**src/rtl/uart_tx_queue_pkg.sv**
```systemverilog
// Shared definitions for the UART transmit queue: launcher states and default widths
// kept in one place so the queue and the transmitter agree on DBIT.
package uart_tx_queue_pkg;

   localparam int unsigned DBIT_DEFAULT      = 8;
   localparam int unsigned ADDR_BITS_DEFAULT = 4;

   typedef enum logic {
      Q_IDLE = 1'b0,
      Q_WAIT = 1'b1
   } q_state_e;

endpackage

```
**src/rtl/uart_tx_queue_fifo.sv**
```systemverilog
// Circular byte FIFO feeding the UART launcher: pointers, occupancy counter,
// full/empty decode and a registered overflow pulse for dropped writes.
module tx_fifo
   import uart_tx_queue_pkg::*;
#(
   parameter int unsigned DBIT      = DBIT_DEFAULT,
   parameter int unsigned ADDR_BITS = ADDR_BITS_DEFAULT
) (
   input  logic                 clk,
   input  logic                 reset,
   input  logic                 wr,
   input  logic [DBIT-1:0]      wr_data,
   input  logic                 rd,
   output logic [DBIT-1:0]      rd_data,
   output logic                 full,
   output logic                 empty,
   output logic [ADDR_BITS:0]   count,
   output logic                 overflow_tick
);

   localparam int unsigned        DEPTH    = 1 << ADDR_BITS;
   localparam logic [ADDR_BITS:0] FULL_CNT = {1'b1, {ADDR_BITS{1'b0}}};

   logic [DBIT-1:0]      mem_q [DEPTH];
   logic [ADDR_BITS-1:0] wp_q, wp_d;
   logic [ADDR_BITS-1:0] rp_q, rp_d;
   logic [ADDR_BITS:0]   cnt_q, cnt_d;
   logic                 ovf_q, ovf_d;
   logic                 push, pop;

   // full is decoded from the registered count, so a write while full is
   // rejected even when a pop frees a slot in the same cycle
   assign full  = (cnt_q == FULL_CNT);
   assign empty = (cnt_q == '0);
   assign push  = wr && !full;
   assign pop   = rd && !empty;

   always_comb begin
      wp_d  = wp_q;
      rp_d  = rp_q;
      cnt_d = cnt_q;
      ovf_d = wr && full;
      if (push) wp_d = wp_q + ADDR_BITS'(1);
      if (pop)  rp_d = rp_q + ADDR_BITS'(1);
      case ({push, pop})
         2'b10:   cnt_d = cnt_q + (ADDR_BITS+1)'(1);
         2'b01:   cnt_d = cnt_q - (ADDR_BITS+1)'(1);
         default: cnt_d = cnt_q;
      endcase
   end

   always_ff @(posedge clk) begin
      if (reset) begin
         wp_q  <= '0;
         rp_q  <= '0;
         cnt_q <= '0;
         ovf_q <= 1'b0;
      end else begin
         wp_q  <= wp_d;
         rp_q  <= rp_d;
         cnt_q <= cnt_d;
         ovf_q <= ovf_d;
      end
   end

   always_ff @(posedge clk) begin
      if (push) mem_q[wp_q] <= wr_data;
   end

   assign rd_data       = mem_q[rp_q];
   assign count         = cnt_q;
   assign overflow_tick = ovf_q;

   cnt_bounded_a: assert property (@(posedge clk) disable iff (reset) cnt_q <= FULL_CNT);

endmodule

```
**src/rtl/uart_tx_queue.sv**
```systemverilog
// Transmit-side queue: buffers bytes in tx_fifo and launches one frame at a time
// into the UART transmitter, waiting for tx_done_tick between launches.
module uart_tx_queue
   import uart_tx_queue_pkg::*;
#(
   parameter int unsigned DBIT      = DBIT_DEFAULT,
   parameter int unsigned ADDR_BITS = ADDR_BITS_DEFAULT
) (
   input  logic                 clk,
   input  logic                 reset,
   input  logic                 wr,
   input  logic [DBIT-1:0]      wr_data,
   output logic                 full,
   output logic                 empty,
   output logic [ADDR_BITS:0]   count,
   output logic                 overflow_tick,
   input  logic                 tx_done_tick,
   output logic                 tx_start,
   output logic [DBIT-1:0]      tx_din,
   output logic                 busy
);

   q_state_e        state_q;
   logic            tx_start_q;
   logic [DBIT-1:0] tx_din_q;
   logic            fifo_empty;
   logic            fifo_rd;
   logic [DBIT-1:0] fifo_rd_data;

   // pop in the same cycle the launch registers capture the head entry
   assign fifo_rd = (state_q == Q_IDLE) && !fifo_empty;

   tx_fifo #(
      .DBIT      (DBIT),
      .ADDR_BITS (ADDR_BITS)
   ) u_fifo (
      .clk           (clk),
      .reset         (reset),
      .wr            (wr),
      .wr_data       (wr_data),
      .rd            (fifo_rd),
      .rd_data       (fifo_rd_data),
      .full          (full),
      .empty         (fifo_empty),
      .count         (count),
      .overflow_tick (overflow_tick)
   );

   always_ff @(posedge clk) begin
      if (reset) begin
         state_q    <= Q_IDLE;
         tx_start_q <= 1'b0;
         tx_din_q   <= '0;
      end else begin
         case (state_q)
            Q_IDLE: begin
               if (!fifo_empty) begin
                  tx_din_q   <= fifo_rd_data;
                  tx_start_q <= 1'b1;
                  state_q    <= Q_WAIT;
               end else begin
                  tx_start_q <= 1'b0;
               end
            end
            Q_WAIT: begin
               tx_start_q <= 1'b0;
               if (tx_done_tick) state_q <= Q_IDLE;
            end
            default: begin
               tx_start_q <= 1'b0;
               state_q    <= Q_IDLE;
            end
         endcase
      end
   end

   assign empty    = fifo_empty;
   assign tx_start = tx_start_q;
   assign tx_din   = tx_din_q;
   assign busy     = (state_q == Q_WAIT);

   start_single_a: assert property (@(posedge clk) disable iff (reset) tx_start_q |=> !tx_start_q);
   start_busy_a:   assert property (@(posedge clk) disable iff (reset) tx_start_q |-> busy);

endmodule

```
**config.mk**
```make
export PLATFORM = sky130hd
export DESIGN_NAME = uart_tx_queue
export DESIGN_NICKNAME = d
export VERILOG_FILES = /design/src/rtl/uart_tx_queue_pkg.sv /design/src/rtl/uart_tx_queue_fifo.sv /design/src/rtl/uart_tx_queue.sv
export SDC_FILE = /design/constraint.sdc
export NUM_CORES = 1
export LEC_CHECK = 0
export BUFFER_PORTS_ARGS = -buffer_cell sky130_fd_sc_hd__buf_2
export CORE_MARGIN = 10
export CORE_UTILIZATION = 60
export CTS_BUF_LIST = sky130_fd_sc_hd__clkbuf_4
export CTS_CLUSTER_SIZE = 40
export DETAILED_ROUTE_END_ITERATION = 7
export PLACE_DENSITY = 0.74
export SYNTH_ARGS = -nofsm -noshare
export SYNTH_HDL_FRONTEND = slang
export SYNTH_SLANG_ARGS = --single-unit
```
**constraint.sdc**
```tcl
create_clock -name clk -period 3.5 [get_ports clk]
set_clock_uncertainty 0.05 [all_clocks]
set_input_delay 0.35 -clock clk [delete_from_list [all_inputs] [get_ports clk]]
set_output_delay 0.35 -clock clk [all_outputs]
set_load 0.005 [all_outputs]
```
==> results.json <==
{
  "fmax_mhz": 325.4,
  "setup_viol": 0,
  "overflow": 0,
  "cp_slowest_cell": "dfxtp_1",
  "synth_edf_count": 128,
  "p_leak_nw": 2.146,
  "yosys-top-cells-area": "edfxtp_1 (63%), mux2i_1 (11%), dfxtp_1 (7.9%), o22ai_1 (3.3%), nor2_1 (2.3%)",
  "combPwrFrac_pct": 21.1,
  "rsz0062_at_grt": "no",
  "p_clk_share_pct": 25.1,
  "synth.avg_cell_area_um2": 15.43,
  "critical_path_buf_inv_count": 1,
  "cts.path.max_buffers": 2,
  "cts_root_buf": "clkbuf_4",
  "syn_inst": 396,
  "drive_above_1_share_pct": 16.14,
  "dieHeight_um": 120.9,
  "num_vias": 3377,
  "ant_nets": 0,
  "dpl.cell_count": 541,
  "yosysMostFrequentCell": "edfxtp_1",
  "power_frac_seq_pct": 53.8,
  "worstSetupPathType": "flop to flop",
  "yosysSeqAreaShare_pct": 70.76,
  "path_cells": "nor4_4 -> a21oi_1 -> inv_1 -> ha_1 -> fa_1 -> a21o_1 -> a21oi_1 -> mux2i_1 -> mux2_2",
  "dieArea_um2": 14620,
  "met3_usage_pct": 4.374,
  "synth_area_um2": 6111,
  "power_w": 0.004074,
  "post-dp-hpwl_um": 8174,
  "post-cts-setup-buffers": 0,
  "gp_congestion": 0.8335,
  "nFillCells": 704,
  "final_cell_area_um2": 6626,
  "floorplan.initialDensity_pct": 61.95,
  "wl_per_cell_um": 21.44,
  "tightest_slew_ps": 815.5,
  "grt_max_degree": 44,
  "numCtsBuffers": 17,
  "met1_usage_pct": 23.24,
  "p_switching_w": 0.001207,
  "period_minus_slack_ps": 3073,
  "maxCapViolCount": 0,
  "synth_nets": 418,
  "finalHoldViolations": 0,
  "worstPathMaxFanout": 6,
  "gr-usage-met2_pct": 27.86,
  "p_sw_share_pct": 29.63,
  "htreeDepth": 4,
  "holdWs_ps": 76.65,
  "antenna_found_initial": 0,
  "setup-tns-final_ps": 0,
  "drc": 0,
  "clock_latency_ps": 520,
  "portBuffers": 29,
  "final_cell_count_no_fill": 573,
  "wirelength_um": 12290,
  "grtUsageTotal_pct": 17.59,
  "hold_class": "primary input to flop",
  "yosys.area.top_type_share_pct": 62.90,
  "fin_crit_sh_pct": 87.81,
  "status": "complete, no violations",
  "synthFlopType": "edfxtp_1",
  "ioPinCount": 30,
  "powerDensity_nw_per_um2": 614.8,
  "path_common_cell": "a21oi_1",
  "synthArstFlopShare_pct": 0,
  "cts.sinks": 152,
  "core_um2": 9864,
  "cp_data_arrival_time_ps": 3430,
  "nets": 449,
  "synth_cell_types": 33,
  "critical_path.max_stage_delay_ps": 540,
  "path_delay_family": "compound AO/OA/AOI/OAI gates",
  "row_count": 36,
  "dr.pass1.iters": 4,
  "r2r_setup_slack_ps": 430,
  "critPathCaptureType": "flop",
  "maxSlewViolCount": 0,
  "place_area_um2": 6350,
  "synth_top_cells_by_count": "edfxtp_1 (128), mux2i_1 (68), nor2_1 (37)",
  "grt_pass1_vias": 3400,
  "ys_ff_latch": 152,
  "synth_warnings": 0,
  "cts_tree": "done",
  "post_cts_resized": 0,
  "die_width_um": 120.9,
  "area_growth_pct": 8.436,
  "crit_required_ps": 3860,
  "grt-busiest-layer": "met2",
  "via_per_inst": 5.894,
  "power.internal_w": 0.002867,
  "grt_pass1_wl_um": 19330,
  "initialDrtViolationCount": 297,
  "ir_worst_vdd_mv": 0.3349,
  "crit_path_start_kind": "flop",
  "synth.largest_area_cell": "edfxtp_1",
  "maxSlewHeadroom_pct": 45.44,
  "insertedDiodeCount": 0,
  "path_clk_slew_ps": 130,
  "cts_hold_buf": 0
}
[power groups by stage]
stage          logic (W)  registers, W  clock network, W
6_report        0.000860       0.00219           0.00102
5_1_grt         0.000963       0.00221           0.00112
4_1_cts         0.000864       0.00219           0.00103
3_5_place_dp    0.000861       0.00223                 0
3_3_place_gp    0.000830       0.00222                 0
2_1_floorplan   0.000618       0.00219                 0
[kinds of logic (layout without fill, tap and decap cells)]
logic type | after synthesis | in the layout | share of synthesized area (%)
simple gates | 72 | 72 | 5.938
mux | 69 | 69 | 11.32
flops | 152 | 152 | 70.76
buf+inv | 31 | 75 | 2.744
xor+xnor | 9 | 9 | 1.290
fa+ha+maj | 10 | 10 | 2.170
compound gates | 53 | 53 | 5.774
[registers in the layout (all words and copies together), names as in the netlist]
name                  flops
tx_din                    8
u_fifo.rp_q               4
u_fifo.overflow_tick      1
busy                      1
u_fifo.count              5
u_fifo.mem_q            128
u_fifo.wp_q               4
tx_start                  1
[routing by layer]
metal	vias to the layer above	wire length (um)
met5	-	0
met4	0	163
met3	14	1042
met2	118	6072
met1	1656	5008
li1	1589	-
[final timing paths]
check / depth (start not counted) / endpoint / start
max: 9 / u_fifo.count[4]$_SDFFE_PP0P_ / u_fifo.count[0]$_SDFFE_PP0P_
min: 3 / u_fifo.overflow_tick$_SDFF_PP0_ / wr
max reg2reg: 9 / u_fifo.count[4]$_SDFFE_PP0P_ / u_fifo.count[0]$_SDFFE_PP0P_
min reg2reg: 2 / tx_din[6]$_SDFFE_PP0P_ / tx_din[6]$_SDFFE_PP0P_
[worst reg2reg max path, cell delays in order (launching register included)]
cell and delay, ps:
dfxtp_1 540, nor4_4 130, a21oi_1 480, inv_1 110, ha_1 290, fa_1 440
a21o_1 200, a21oi_1 170, mux2i_1 210, mux2_2 340
[placed cells by master, fill, tap and decap left out, drive strengths merged]
master    Yosys  layout
edfxtp      128     128
mux2i        68      68
nor2         37      37
buf          13      35
o22ai        32      32
dfxtp        24      24
clkbuf       10      19
a211oi       11      11
ha            9       9
nor4          9       9
inv           8       8
clkinv        0       7
nor3          6       6
xnor2         6       6
a21oi         6       6
nand2         5       5
nand3b        4       4
clkinvlp      0       4
or3b          3       3
nand3         3       3
xor2          3       3
nand2b        2       2
a21o          2       2
bufinv        0       2
or4           1       1
o211ai        1       1
or3           1       1
o31ai         1       1
nor2b         1       1
mux2          1       1
fa            1       1
[area by class of cell]
type	instances	area (um2)	share of cell area, %
flip-flops and latches	152	4328	65.31
multi-input cells	213	1623	24.49
repair buffers	35	202.7	3.059
well taps	133	166.4	2.511
clock buffers	19	142.6	2.153
clock inverters	13	133.9	2.020
inverters	8	30.03	0.4532
[through the flow]
step	util, %	worst slack [ps]
6_report	67.17	426.5
5_1_grt	67.17	263.8
4_1_cts	67.17	442.6
3_5_place_dp	64.37	482.2
3_3_place_gp	64.37	624.3
2_1_floorplan	-	661.0
Note: power is estimated with default switching activity, not from simulation.
